$ cat config.mk
export PLATFORM = sky130hd
export DESIGN_NAME = calc_arbiter
export DESIGN_NICKNAME = d
export VERILOG_FILES = /design/src/rtl/calc_arbiter.sv
export SDC_FILE = /design/constraint.sdc
export NUM_CORES = 1
export LEC_CHECK = 0
export CAP_MARGIN = 20
export CORE_MARGIN = 2
export CORE_UTILIZATION = 29
export CTS_BUF_LIST = sky130_fd_sc_hd__clkbuf_8
export DETAILED_ROUTE_END_ITERATION = 7
export GPL_ROUTABILITY_DRIVEN = 0
export GPL_TIMING_DRIVEN = 0
export PLACE_DENSITY = 0.83
export SYNTH_ARGS = -nofsm -noshare
export SYNTH_HDL_FRONTEND = slang
export SYNTH_SLANG_ARGS = --single-unit
$ cat constraint.sdc
create_clock -name clk -period 2.82 [get_ports clk]
set_input_delay 0.705 -clock clk [delete_from_list [all_inputs] [get_ports clk]]
set_output_delay 0.705 -clock clk [all_outputs]
set_load 0.02 [all_outputs]
$ cat src/rtl/calc_arbiter.sv
// calc_arbiter: round-robin share of one calculator between two requesters, results routed back in issue order
module calc_arbiter #(
  parameter int TAG_DEPTH = 4
) (
  input  logic        clk,
  input  logic        rstn,
  input  logic [7:0]  r0_inpA,
  input  logic [7:0]  r1_inpA,
  input  logic [7:0]  r0_inpB,
  input  logic [7:0]  r1_inpB,
  input  logic [1:0]  r0_opType,
  input  logic [1:0]  r1_opType,
  input  logic        r0_iValid,
  input  logic        r1_iValid,
  output logic        r0_iStall,
  output logic        r1_iStall,
  output logic [15:0] r0_outC,
  output logic [15:0] r1_outC,
  output logic        r0_oValid,
  output logic        r1_oValid,
  input  logic        r0_oStall,
  input  logic        r1_oStall,
  output logic [7:0]  c_inpA,
  output logic [7:0]  c_inpB,
  output logic [1:0]  c_opType,
  output logic        c_iValid,
  input  logic        c_iStall,
  input  logic [15:0] c_outC,
  input  logic        c_oValid,
  output logic        c_oStall
);
  localparam int AW = $clog2(TAG_DEPTH);
  logic [AW:0]   cnt_q, cnt_d;
  logic [AW-1:0] wp_q, wp_d, rp_q, rp_d;
  logic          rr_q, rr_d;
  logic          tags_q [TAG_DEPTH];
  logic          can_issue, g0, g1, issue, busy, h, pop;
  always_comb begin
    can_issue = !c_iStall && (cnt_q < (AW+1)'(TAG_DEPTH));
    g0        = can_issue && r0_iValid && (!r1_iValid || !rr_q);
    g1        = can_issue && r1_iValid && (!r0_iValid || rr_q);
    issue     = g0 || g1;
    c_iValid  = issue;
    c_inpA    = g1 ? r1_inpA : r0_inpA;
    c_inpB    = g1 ? r1_inpB : r0_inpB;
    c_opType  = g1 ? r1_opType : r0_opType;
    r0_iStall = r0_iValid && !g0;
    r1_iStall = r1_iValid && !g1;
    busy      = cnt_q != '0;
    h         = tags_q[rp_q];
    r0_oValid = busy && !h && c_oValid;
    r1_oValid = busy && h && c_oValid;
    r0_outC   = (busy && !h) ? c_outC : '0;
    r1_outC   = (busy && h) ? c_outC : '0;
    c_oStall  = !busy || (h ? r1_oStall : r0_oStall);
    pop       = c_oValid && !c_oStall;
    cnt_d     = cnt_q + (AW+1)'(issue) - (AW+1)'(pop);
    wp_d      = wp_q + AW'(issue);
    rp_d      = rp_q + AW'(pop);
    rr_d      = issue ? !g1 : rr_q;
  end
  always_ff @(posedge clk) begin
    if (!rstn) begin
      cnt_q <= '0;
      wp_q  <= '0;
      rp_q  <= '0;
      rr_q  <= 1'b0;
    end else begin
      cnt_q <= cnt_d;
      wp_q  <= wp_d;
      rp_q  <= rp_d;
      rr_q  <= rr_d;
    end
  end
  always_ff @(posedge clk)
    if (issue) tags_q[wp_q] <= g1;
endmodule
# After elaboration in Yosys (flattened, before gate mapping)
# Memory sizes are Yosys's and may differ from the RTL's. A register that Yosys moved wholly into a read port is not among the register bits.
# Cells that the tools add are included.
# totals
regBits	8
latchBits	0
ram_bits	4
romBits	0
inputBits	60
out_inout_bits	56
wordCells	45
mem_count	1
# op_classes
add_sub_neg	4
n_mul	0
div	0
magnitude_cmp	1
n_eq_ne	0
shift	0
muxes	9
bitwise	0
n_reduce_logical	26
# memory_table
name	words	word_bits	read_ports	rd_ports_with_merged_regs	wr	line	text
tags_q	4	1	1	1	1	36	logic tags_q [TAG_DEPTH];
# ops
cell	count
16-bit 2-to-1 mux	2
8-bit 2-to-1 mux	2
1-bit logical AND	12
1-bit logical NOT	9
2-bit by 1-bit adder with 2-bit output	2
1-bit logical OR	4
2-bit 2-to-1 mux	2
3-bit by 1-bit adder with 3-bit output	1
3-bit less-than comparator (second input constant)	1
1-bit 2-to-1 mux	3
3-bit nonzero test	1
3-bit by 1-bit subtractor with 3-bit output	1

# Logic depth before layout (Yosys ltp)
# Gate-level depths: netlist of run 1.
# depth
depth_word	7
ltp_mapped	11

# Least setup slack after synthesis of run 1
# Ideal clock, no wire load.
# synth_path
path_kind	reg2reg
start	register rp_q[0] (netlist name)
end	register cnt_q[2]
setup_time_ps	115
arrival_time_ps	2455
required_time_ps	2705
setup_slack_ps	250
path_stages_with_launch	12
n_path_buf	1
period_less_slack_ps	2570
path_cell_list	dfxtp_1 -> buf_6 -> mux4_2 -> mux2i_2 -> nand3_2 -> xnor2_1 -> ha_1 -> inv_1 -> fa_1 -> xnor2_1 -> xnor2_1 -> and2_1
# synth_lines
element	line	text
to (signal assigned)	69	cnt_q <= cnt_d;
to (decl)	33	logic [AW:0] cnt_q, cnt_d;

# Worst setup path in the final report of run 1
# layout_path
start	input c_oValid
end	output r1_oValid
# layout_between
elab_chain_len	1
# layout_lines
element	line	text
from (decl)	29	input logic c_oValid,
1-bit logical AND	52	r1_oValid = busy && h && c_oValid;
to (decl)	20	output logic r1_oValid,
# No other way between the ends.

==> summary.md, run 1 <==
| Metric | Value |
|---|---|
| Status | finished, final reports clean |
| Setup Skew | 0.000809 ns |
| CTS Root Cell | clkbuf_8 |
| Gr usage total | 18.2% |
| Max Cap Viol | 0 |
| TritonCTS clock tree | done |
| Reg-to-Reg Start | rp_q[0] |
| Final setup TNS | 0 ns |
| CTS Buffer Depth | 2 |
| IO Count | 116 |
| Final instance area | 2430 µm² |
| Rows | 22 |
| DR WL/cell | 13.6 µm |
| Peak VDD IR | 0.254 mV |
| Top-count cell post-synth | nor2_1 |
| Worst-skew pair later-pin latency | 0.23 ns |
| Crit-path cells | clkdlybuf4s50_1 > and3_1 > clkdlybuf4s50_1 |
| GRT overflow | 0 |
| Initial core utilization | a little under 30% |
| P per Cell Area | 677 nW/µm² |
| Netlist cell types | 29 |
| Max Fanout on Critical Path | 4 |
| Die H | ~65 µm |
| Initial antenna violation count | 0 |
| Area contributors post-synth | mux2_2 20%, dfxtp_1 15%, edfxtp_1 11% |
| CTS Sinks | 12 |
| Post-Syn Instances | 131 |
| Hold Vio Cnt, Final | 0 |
| Post-DR vias/cell | 4.74 |
| DR vias | 1436 |
| Final std cells w/o fill | 303 |
| Residual DRC | 0 |
| First-pass GRT wire length | 6030 µm |
| CP startpoint | c_oValid |
| Slowest stage cell, crit path | clkdlybuf4s50_1 |
| Total wire length | between 4000 and 5000 µm |
| Slew Viols, Final | 0 |
| Post-Syn Area per Cell | between 8 and 9 µm² |
| Netlist Area Pre-Place | 1060 µm² |
| Placed inst area | 2270 µm² |
| I/O Buffers | 115 |
| Post-synth top cells | 26 x nor2_1, 19 x mux2_2, 19 x nand2_1, 13 x and3_1, 8 x dfxtp_1 |
| Final worst path period share | 97.6% |
| Die width | 64.6 µm |
| TritonRoute pass-1 iters | 4 |
| Clock-pin slew on the worst setup and hold paths | 0.05 ns |
| Crit-path most repeated cell | clkdlybuf4s50_1 |
| Max frequency | 363 MHz |
| DRT iter0 DRCs | 46 |
| Worst-margin pin slew | 0.309 ns |
| # H-tree levels | 1 |
| Sequential element share of the synthesized area | 26.4% |
| Core ar. | 3610 µm² |
| Die ar. | between 4000 and 5000 µm² |
| Yosys top cell by area | mux2_2 |
| Flops & latches, synth | 12 |
| Min-Delay Path Class | register to register |
| Crit path kind | input pin to output pin |
| Vias in the first global route | 1425 |
| Slew HR | 79.4% |
| Fill count | 305 |
| HPWL Detailed | 3090 µm |
| Worst EP arrival | 2.05 ns |
| Critical Path Max Stage Delay | 0.61 ns |
| Pleak | roughly 1.4 nW |
| CP Capture Type | output pin |
| Area grow syn2layout | 129% |
| Placed cell count | 294 |
| Mapped Nets | around 190 |
| Largest net degree at the start of global routing | 11 |
| Post-route ant nets | 0 |
| Post-synth EDFFs | 4 |
| Setup violations, final | 0 |
| Layout cells sized above 1 | approximately 24% |
| CTS Buf Count | 3 |
| Diodes inserted | 0 |
| Startpoint of the worst hold path | rr_q |
| Yosys Warn Count | 0 |
| Critical Path Start Type | input pin |
| Top-area cell type share of the netlist area | 20.1% |
| Fin crit period | about 2.8 ns |
| WP data required | 2.12 ns |
| Async set-reset flop share out of synthesis | 0% |
| Fin util | 67.4% |
| Nets | 319 |
| Final hold slack | 0.566 ns |
| Main synth FF type | dfxtp_1 |
==> worst paths after layout <==
kind / cells after the start / to / slack [ns]
worst max-delay path: 3 / r1_oValid / 0.07
worst max register to register: 11 / cnt_q[2] / 0.16
worst min-delay path: 2 / rr_q / 0.57
worst min register to register: 2 / rr_q / 0.57
==> registers in the layout, summed over array words and instances (netlist names) <==
signal  cells
cnt_q       3
wp_q        2
tags_q      4
rp_q        2
rr_q        1
==> area by class of cell <==
class / count / area [µm²] / share of cell area, %
inverter: 2 / 7.51 / 0.309
clock buffer: 3 / 41.3 / 1.70
clock inverter: 1 / 3.75 / 0.154
multi-input combinational: 110 / 835 / 34.3
timing repair buffer: 120 / 1140 / 47.0
sequential: 12 / 280 / 11.5
tap: 48 / 60.1 / 2.47
buffer: 7 / 61.3 / 2.52
==> routing by layer <==
layer	track usage (%)	vias up	share of wire, %
li1	-	695	-
met1	16.9	643	36
met2	35.5	94	50
met3	8.16	4	13
met4	4.79	0	0.61
met5	0	-	0
==> kinds of logic (layout without fill, tap and decap cells) <==
kind of cell | Yosys count | count (layout) | share of synthesized area (%)
buf+inv | 10 | 133 | 4.24
simple gates | 74 | 74 | 33.2
compound gates | 4 | 4 | 2.35
flops | 12 | 12 | 26.4
fa+ha+maj | 3 | 3 | 4.23
xor+xnor | 4 | 4 | 3.29
mux | 24 | 25 | 26.4
==> where the power goes <==
part | internal [mW] | leakage, nW | switching (mW)
combinational | 0.585 | 1.22 | 0.645
clock | 0.0956 | 0.0269 | 0.0593
sequential | 0.217 | 0.103 | 0.0427
==> stage by stage <==
stage,worst slack [ns],total power [mW]
floorplan,0.250,0.933
global placement,-0.635,1.45
detailed placement,-0.667,1.47
CTS,-0.0624,1.59
global route,-0.00344,1.77
finish,0.0682,1.65
==> cells in the final DEF (no fill, tap or decap), drive strengths merged <==
cell	instances
buf	23
nand3	2
nand2	19
inv	3
nand2b	3
a21oi	1
or3	1
mux4	2
and3	13
dfxtp	8
mux2i	4
nor3b	1
fa	1
o21a	1
dlymetal6s2s	18
nor2b	2
ha	2
nor3	1
nand4	1
clkbuf	10
o21ai	1
mux2	19
nor2	26
and2	5
a21boi	1
edfxtp	4
dlygate4sd2	14
clkdlybuf4s50	65
xnor2	3
xor2	1
==> worst max-delay path, delay by kind of cell <==
kind / cells / cell delay [ns]
buffers and inverters: 2 / 1.17
and+or+nand+nor: 1 / 0.17
==> timing repair <==
action                     in CTS  in global routing
resized for setup             102                 30
setup endpoints to repair      53                 43
hold buffers                    0                  0
pin swaps                       1                  2
setup buffers                   2                  1
cloned                          2                  1
Note: power is estimated with default switching activity, not from simulation.
==> inputs of run 2 (changes only) <==
==> config.mk (replaced) <==
export PLATFORM = sky130hd
export DESIGN_NAME = calc_arbiter
export DESIGN_NICKNAME = d
export VERILOG_FILES = /design/src/rtl/calc_arbiter.sv
export SDC_FILE = /design/constraint.sdc
export NUM_CORES = 1
export LEC_CHECK = 0
export CAP_MARGIN = 20
export CORE_UTILIZATION = 28
export DETAILED_ROUTE_END_ITERATION = 7
export GPL_ROUTABILITY_DRIVEN = 0
export GPL_TIMING_DRIVEN = 0
export PLACE_DENSITY = 0.81
export SYNTH_ARGS = -nofsm -noshare
export SYNTH_HDL_FRONTEND = slang
export SYNTH_SLANG_ARGS = --single-unit
==> run 2 against run 1 <==
Non-clock buffer count is 2 lower; flip-flop and latch count unchanged; sequential share of layout area increased by 0.71 points; clock power grew 5%; core utilization shrank 4.8 points; first-iteration DRC count decreased by 24%; via count fell by 1.4%; clock skew rose by 0.0043 ns; die area decreased by 2.9%; hold slack got worse by 0.031 ns; final cell count decreased by 0.99%; critical path type unchanged; critical endpoint is now c_inpA[3]; largest cell class unchanged.
==> summary.md, run 2 (synthesis results as in run 1) <==
| Metric | Value |
|---|---|
| Final worst path period share | 97.3% |
| Worst-margin pin slew | 0.346 ns |
| CP Capture Type | output pin |
| Status | finished, final reports clean |
| GRT overflow | 0 |
| Diodes inserted | 0 |
| Largest register by flop count | tags_q |
| Initial antenna violation count | 0 |
| Post-cts hold buffer count | 0 |
| Residual DRC | 0 |
| Placed cell count | 294 |
| Die H | around 64 µm |
| Core ar. | about 3700 µm² |
| Highest metal used | met4 |
| DRT iter0 DRCs | 35 |
| Total wire length | 3890 µm |
| Worst reg-to-reg setup slack | ~0.14 ns |
| Hold Vio Cnt, Final | 0 |
| HPWL Detailed | 3190 µm |
| Nets | 316 |
| Die width | between 60 and 70 µm |
| DR WL/cell | 13.0 µm |
| Final instance area | 2290 µm² |
| Met1 wire length | 1410 µm |
| Setup Skew | ~0.0051 ns |
| Worst-skew pair later-pin latency | 0.24 ns |
| Largest registers | tags_q: 4 flops, cnt_q: 3 flops |
| TritonRoute pass-1 iters | 4 |
| Final hold slack | roughly 0.54 ns |
| P per Cell Area | 700 nW/µm² |
| Area of the multi-input gates | 786 µm² |
| CTS Buffer Depth | 2 |
| DR vias | between 1000 and 1500 |
| Pleak | 1.21 nW |
| Metal2 WL | between 1500 and 2000 µm |
| Gr usage total | 19.1% |
| Fill count | 345 |
| Fin crit period | 2.74 ns |
| Final std cells w/o fill | 300 |
| Most frequent cells in the layout | 69 x clkdlybuf4s50_1, 31 x clkbuf_2, 25 x nor2_1, 19 x mux2_2, 19 x nand2_1 |
| # H-tree levels | 1 |
| Post-DR vias/cell | 4.72 |
| Clock-pin slew on the worst setup and hold paths | 0.05 ns |
| Die ar. | a little over 4000 µm² |
| WP data required | 2.12 ns |
| CTS Root Cell | clkbuf_8 |
| Tot Pwr | between 1.5 and 2 mW |
| Commonest non-fill, non-tap cell in the layout | clkdlybuf4s50_1 |
| Setup violations, final | 0 |
| Rows | 22 |
| First-pass GRT wire length | 6030 µm |
| Max reg flops | 4 |
| Final setup TNS | 0 ns |
| IO Count | 116 |
| Critical Path Start Type | input pin |
| Initial core utilization | 29.0% |
| Peak VDD IR | 0.228 mV |
| Max frequency | 364 MHz |
| Slew Viols, Final | 0 |
| Crit path kind | input pin to output pin |
| TritonCTS clock tree | done |
| Slew HR | 76.9% |
| Min-Delay Path Class | register to register |
| Max Cap Viol | 0 |
| Area grow syn2layout | 115% |
| Largest net degree at the start of global routing | 11 |
| Max Fanout on Critical Path | 10 |
| CTS Buf Count | 3 |
| Register area | 280 µm² |
| I/O Buffers | 115 |
| Metal3 WL | 489 µm |
| CTS Sinks | 12 |
| Post-route ant nets | 0 |
| Placed inst area | about 2300 µm² |
| Layout cells sized above 1 | 27.4% |
| Vias in the first global route | approximately 1400 |
| Worst EP arrival | approximately 2 ns |
run 2: metal layers:
layer,GRT usage (%),vias to the layer above
met5,0,-
met4,4.26,0
met2,35.1,92
met3,9.42,4
li1,-,687
met1,18.9,633
run 2: critical path, cell delays in order:
cell             delay, ns
clkdlybuf4s50_1       0.49
nand2b_1              0.09
nand3_2               0.11
buf_6                 0.15
mux2_2                0.34
clkbuf_2              0.15
run 2: final cells by class:
cell class | instances | share of cell area (%)
timing repair buffer | 118 | 46.1
sequential | 12 | 12.2
buffer | 7 | 2.46
tap | 48 | 2.62
inverter | 2 | 0.328
multi-input combinational | 109 | 34.3
clock buffer | 4 | 1.97
run 2: power by group:
group	internal (mW)	switching, mW
combinational	0.552	0.631
clock	0.0995	0.0622
sequential	0.217	0.0403
run 2: timing repair:
item	in CTS	in global routing
resized for setup	49	77
endpoints found under the setup margin	53	50
pin swaps	0	2
setup buffers	2	1
run 2: worst paths after layout:
check            start   endpoint  cells past startpoint
min reg2reg       rr_q       rr_q                      2
min               rr_q       rr_q                      2
max reg2reg    rp_q[0]   cnt_q[2]                     11
max          r0_iValid  c_inpA[3]                      6
run 2: per-stage QoR:
step                      util [%]  setup WS, ns
after CTS                     63.6        -0.158
after global placement        62.1        -0.646
final                         62.6        0.0751
after global routing          62.6      -0.00376
after detailed placement      62.1        -0.642
after floorplan                  -         0.250
==> inputs of run 3 (changes only) <==
--- a/config.mk
+++ b/config.mk
@@ -6,11 +6,12 @@
 export NUM_CORES = 1
 export LEC_CHECK = 0
 export CAP_MARGIN = 20
-export CORE_UTILIZATION = 28
+export CORE_UTILIZATION = 54
 export DETAILED_ROUTE_END_ITERATION = 7
+export DONT_BUFFER_PORTS = 1
 export GPL_ROUTABILITY_DRIVEN = 0
 export GPL_TIMING_DRIVEN = 0
-export PLACE_DENSITY = 0.81
+export PLACE_DENSITY = 0.69
 export SYNTH_ARGS = -nofsm -noshare
 export SYNTH_HDL_FRONTEND = slang
 export SYNTH_SLANG_ARGS = --single-unit
==> run 3 against run 2 <==
Die area shrank 47%; critical path type is now register to output pin; clock skew down 0.0044 ns; setup slack gained 0.072 ns; wire length fell by 33%; cell area decreased by 50%; largest cell class is now multi-input gates; clock-buffer cell count decreased by 1; via count down 34%.
==> summary.md, run 3 (synthesis results as in run 1) <==
| Metric | Value |
|---|---|
| Die ar. | 2150 µm² |
| Layout cells sized above 1 | 22.1% |
| Max frequency | about 370 MHz |
| Pleak | 0.508 nW |
| Area of the multi-input gates | 752 µm² |
| Fin crit period | 2.67 ns |
| Nets | 200 |
| I/O Buffers | 0 |
| IO Count | 116 |
| Clock-pin slew on the worst setup and hold paths | 0.08 ns |
| Largest register by flop count | tags_q |
| Setup violations, final | 0 |
| TritonRoute pass-1 iters | 4 |
| Crit-path cells | or3_1 > clkbuf_1 > clkbuf_1 > nand2_1 > nor2_1 |
| Placed cell count | between 150 and 200 |
| CP Capture Type | output pin |
| Slew HR | 55.3% |
| Most frequent cells in the layout | 24 x nor2_1, 19 x mux2_2, 19 x nand2_1, 13 x and3_1, 8 x dfxtp_1 |
| First-pass GRT wire length | 3290 µm |
| Total wire length | around 2600 µm |
| Slew Viols, Final | 0 |
| Worst-skew pair later-pin latency | 0.27 ns |
| # H-tree levels | 1 |
| Fill count | about 160 |
| Initial antenna violation count | 0 |
| Initial core utilization | 59.6% |
| WP data required | around 2.1 ns |
| CTS Sinks | 12 |
| Vias in the first global route | 791 |
| Post-route ant nets | 0 |
| Residual DRC | 0 |
| Register area | 280 µm² |
| Post-DR vias/cell | 5.82 |
| CTS Buffer Depth | 2 |
| CTS Root Cell | clkbuf_4 |
| DR WL/cell | 16.3 µm |
| Final WS setup | 0.147 ns |
| CP top delay family | simple AND/OR/NAND/NOR gates |
| DR vias | 937 |
| Crit-path most repeated cell | clkbuf_1 |
| Largest registers | tags_q: 4 flops, cnt_q: 3 flops |
| Setup Skew | a little under 0.0008 ns |
| Hold Vio Cnt, Final | 0 |
| DRT iter0 DRCs | 25 |
| Worst path buffer plus inverter count | 2 |
| HPWL Detailed | roughly 2200 µm |
| Area grow syn2layout | 7.53% |
| GRT overflow | 0 |
| TritonCTS clock tree | done |
| Largest net degree at the start of global routing | 11 |
| Max Cap Viol | 0 |
| Min-Delay Path Class | register to register |
| Place WS | ~0.08 ns |
| Core ar. | 1780 µm² |
| Crit path kind | register to output pin |
| Peak VDD IR | 0.418 mV |
| Commonest non-fill, non-tap cell in the layout | nor2_1 |
| Die width | 46.4 µm |
| Final worst path period share | between 90 and 100% |
| Slowest stage cell, crit path | nor2_1 |
| Worst EP arrival | 1.97 ns |
| Rows | 15 |
| Max Fanout on Critical Path | 10 |
| Fin util | 64.1% |
| Worst-margin pin slew | about 0.66 ns |
| Final std cells w/o fill | between 150 and 200 |
| Die H | 46.4 µm |
| Max reg flops | 4 |
| CTS Buf Count | 3 |
| P per Cell Area | 1010 nW/µm² |
| Status | finished, final reports clean |
| Diodes inserted | 0 |
| Critical Path Max Stage Delay | around 0.43 ns |
| Critical Path Start Type | register |
| Gr usage total | 22.2% |
[run 3: cell types whose count changed in the layout (fill, tap and decap cells not counted), sizes merged]
cell and change:
clkinv +1, clkdlybuf4s50 -69, dlymetal6s2s -12, buf -5
dlygate4sd2 -6, clkbuf -25
[run 3: final timing paths]
check / from / end / slack, ns / cells past startpoint
worst min-delay path: rp_q[1] / rp_q[1] / 0.52 / 2
worst min register to register: rp_q[1] / rp_q[1] / 0.52 / 2
worst max-delay path: cnt_q[2] / r1_outC[6] / 0.15 / 5
worst max register to register: rp_q[0] / cnt_q[2] / 0.17 / 11
[run 3: what timing repair did]
item                                    4_1_cts  5_1_grt
endpoints found under the setup margin        0        6
setup buffers                                 0        1
hold buffers                                  0        0
resized for setup                             0        5
[run 3: where the power goes]
group / leakage [nW] / internal [mW] / switching (mW)
combinational: 0.390 / 0.232 / 0.567
clock: 0.0154 / 0.0512 / 0.0586
sequential: 0.103 / 0.217 / 0.0317
total: 0.508 / 0.500 / 0.658
[run 3: per-layer routing]
layer / track usage (%) / wire length [µm] / up-vias
met4: 10.6 / 36 / 0
met2: 39.7 / 1280 / 62
met5: 0 / 0 / -
met1: 20.9 / 959 / 419
li1: - / - / 452
met3: 10.6 / 339 / 4
[run 3: stage by stage]
step / hold WS [ns] / cell area, µm² / power, mW / TNS, ns
3_3_place_gp: 0.495 / 1090 / 1.01 / 0
5_1_grt: 0.536 / 1140 / 1.26 / -0.00123
4_1_cts: 0.517 / 1120 / 1.15 / 0
6_report: 0.517 / 1140 / 1.16 / 0
2_1_floorplan: 0.476 / 1060 / 0.933 / 0
3_5_place_dp: 0.506 / 1090 / 1.03 / 0
[run 3: worst reg2reg max path: stages (launching register included)]
cell	delay, ns
dfxtp_1	0.33
buf_6	0.12
mux4_2	0.56
mux2i_4	0.22
nand3_2	0.14
xnor2_1	0.18
ha_1	0.16
inv_1	0.05
fa_1	0.37
xnor2_1	0.15
xnor2_1	0.12
and2_1	0.16
[run 3: layout make-up]
| cell class | count | share of cell area (%) |
|---|---|---|
| plain buffers | 8 | 3.39 |
| clock buffers | 3 | 1.97 |
| clock inverters | 1 | 0.328 |
| inverters | 2 | 0.656 |
| multi-input cells | 109 | 65.8 |
| flip-flops and latches | 12 | 24.5 |
| well taps | 25 | 2.74 |
| repair buffers | 1 | 0.656 |
==> patch, RTL diff (settings of run 1) <==
Make the reset (`rstn`) asynchronous in one clocked block.
--- a/src/rtl/calc_arbiter.sv
+++ b/src/rtl/calc_arbiter.sv
@@ -59,7 +59,7 @@
     rp_d      = rp_q + AW'(pop);
     rr_d      = issue ? !g1 : rr_q;
   end
-  always_ff @(posedge clk) begin
+  always_ff @(posedge clk or negedge rstn) begin
     if (!rstn) begin
       cnt_q <= '0;
       wp_q  <= '0;
Check against the original RTL: differs if rstn is asserted again (counterexample within 4 cycles, from zero or initial values and one cycle with rstn low); with rstn held inactive, the same outputs for 10 cycles.
==> patch against run 1 <==
- routed wire length is 12% lower
- sequential cell count stayed put
- power is 19% higher
- cell area is 4.4% lower
- area after synthesis is 2.6% lower
- clock skew hardly changed
- final cell count is 3.0% lower
- setup slack worse by 0.020 ns
==> patch: results (changes against run 1) <==
Main synth FF type: dfrtp_1
slew margin rel.: 76.2% (-3.2 points)
Initial DRC Count: 52 (+13%)
CTS Root Cell: clkbuf_8
Critical Path Max Stage Delay: 0.44 ns (-0.17 ns)
Global Route met3 Usage: 8.98% (+0.82 points)
slack of the worst reg-to-reg path: 0.23 ns (+0.07 ns)
final hold slack: 0.515 ns (-0.0508 ns)
Worst Hold Path EP: rr_q
syn nets: 187 (-3.6%)
overall global routing resource usage: 18.7% (+0.49 points)
dpl hpwl: 2.93 mm (-5.3%)
Worst R2R Path Depth: 10 (-1)
Distinct cells, synth: 28 (-3.4%)
clock skew: 0.000621 ns (-0.000188 ns)
hold path depth: 1 (-1)
crit path max fanout: 5 (+1)
Worst R2R End: cnt_q[2]
Synth area leaders: mux2_2 21%, dfrtp_1 19%, nor2_1 12%
metal3 WL: 562 microns (+6.8%)
postcts setup bufs: 0 (-2)
M2 GR Usage: 32.4% (-3.2 points)
post-CTS sizing: 109 (+6.9%)
met2 routed WL: 1.69 mm (-19%)
destination of the critical timing path: c_inpB[5]
filler cell count: 275 (-9.8%)
HP Start: rr_q
Post-Route WL: 3.64 mm (-12%)
VDD IR max: 0.305 mV (+20%)
met1 wire length: 1.34 mm (-10%)
status: completed
leakage: 1.17 nW (-13%)
share of layout cells above drive strength 1: 25.0% (+0.69 points)
first-pass GRT wire length: 6.04 mm (+0.23%)
RR Startpoint: rp_q[0]
Crit. Startpoint: c_iStall
via count: 1368 (-4.7%)
commonest cells in the netlist: 34 x nor2_1, 20 x nand2_1, 19 x mux2_2
routing usage on met1: 19.8% (+2.9 points)
nets@finish: 312 (-2.2%)
Async S/R FF share, synth: 66.7% (+67 points)
==> patch: cell types whose count changed in the layout (fill, tap and decap cells not counted), sizes merged, moves of 5 or more <==
cell,run 1,this run
and3,13,5
clkdlybuf4s50,65,70
nor2,26,34
dlymetal6s2s,18,9
dfxtp,8,0
dfrtp,0,8
==> patch: per-stage QoR <==
stage | total power [mW] | cells | setup WS (ns) | instance area, sq um | TNS, ns
after floorplan | 1.14 | 124 | 0.326 | 1040 | 0
after global placement | 1.77 | 285 | -0.638 | 2240 | -12.99
after detailed placement | 1.79 | 285 | -0.649 | 2240 | -13.51
after CTS | 1.94 | 291 | -0.0286 | 2280 | -0.0286
after global routing | 2.12 | 294 | -0.0125 | 2320 | -0.0506
final | 1.96 | 294 | 0.0482 | 2320 | 0
==> patch: cells by family (layout without fill, tap and decap cells) <==
group / count (synthesis) / after routing / synth area share [%]
and+or+nand+nor: 66 / 66 / 27.2
adders and majority gates: 3 / 3 / 4.35
xor gates and xnor gates: 6 / 6 / 5.07
AOI/OAI and AO/OA: 5 / 5 / 3.02
buffers and inverters: 10 / 134 / 4.35
muxes: 22 / 22 / 25.1
DFF: 12 / 12 / 30.9
==> patch: layout make-up <==
type,count,area share (%)
timing repair buffer,120,47.7
inverter,3,0.485
multi-input combinational,102,30.6
buffer,7,2.96
sequential,12,13.9
clock inverter,1,0.162
clock buffer,3,1.78
tap,46,2.48
==> patch: power by group <==
part           switching (mW)  total [mW]  internal (mW)
Clock                  0.0649       0.161         0.0962
Combinational           0.754        1.46          0.709
Sequential             0.0824       0.339          0.257
Total                   0.901        1.96           1.06
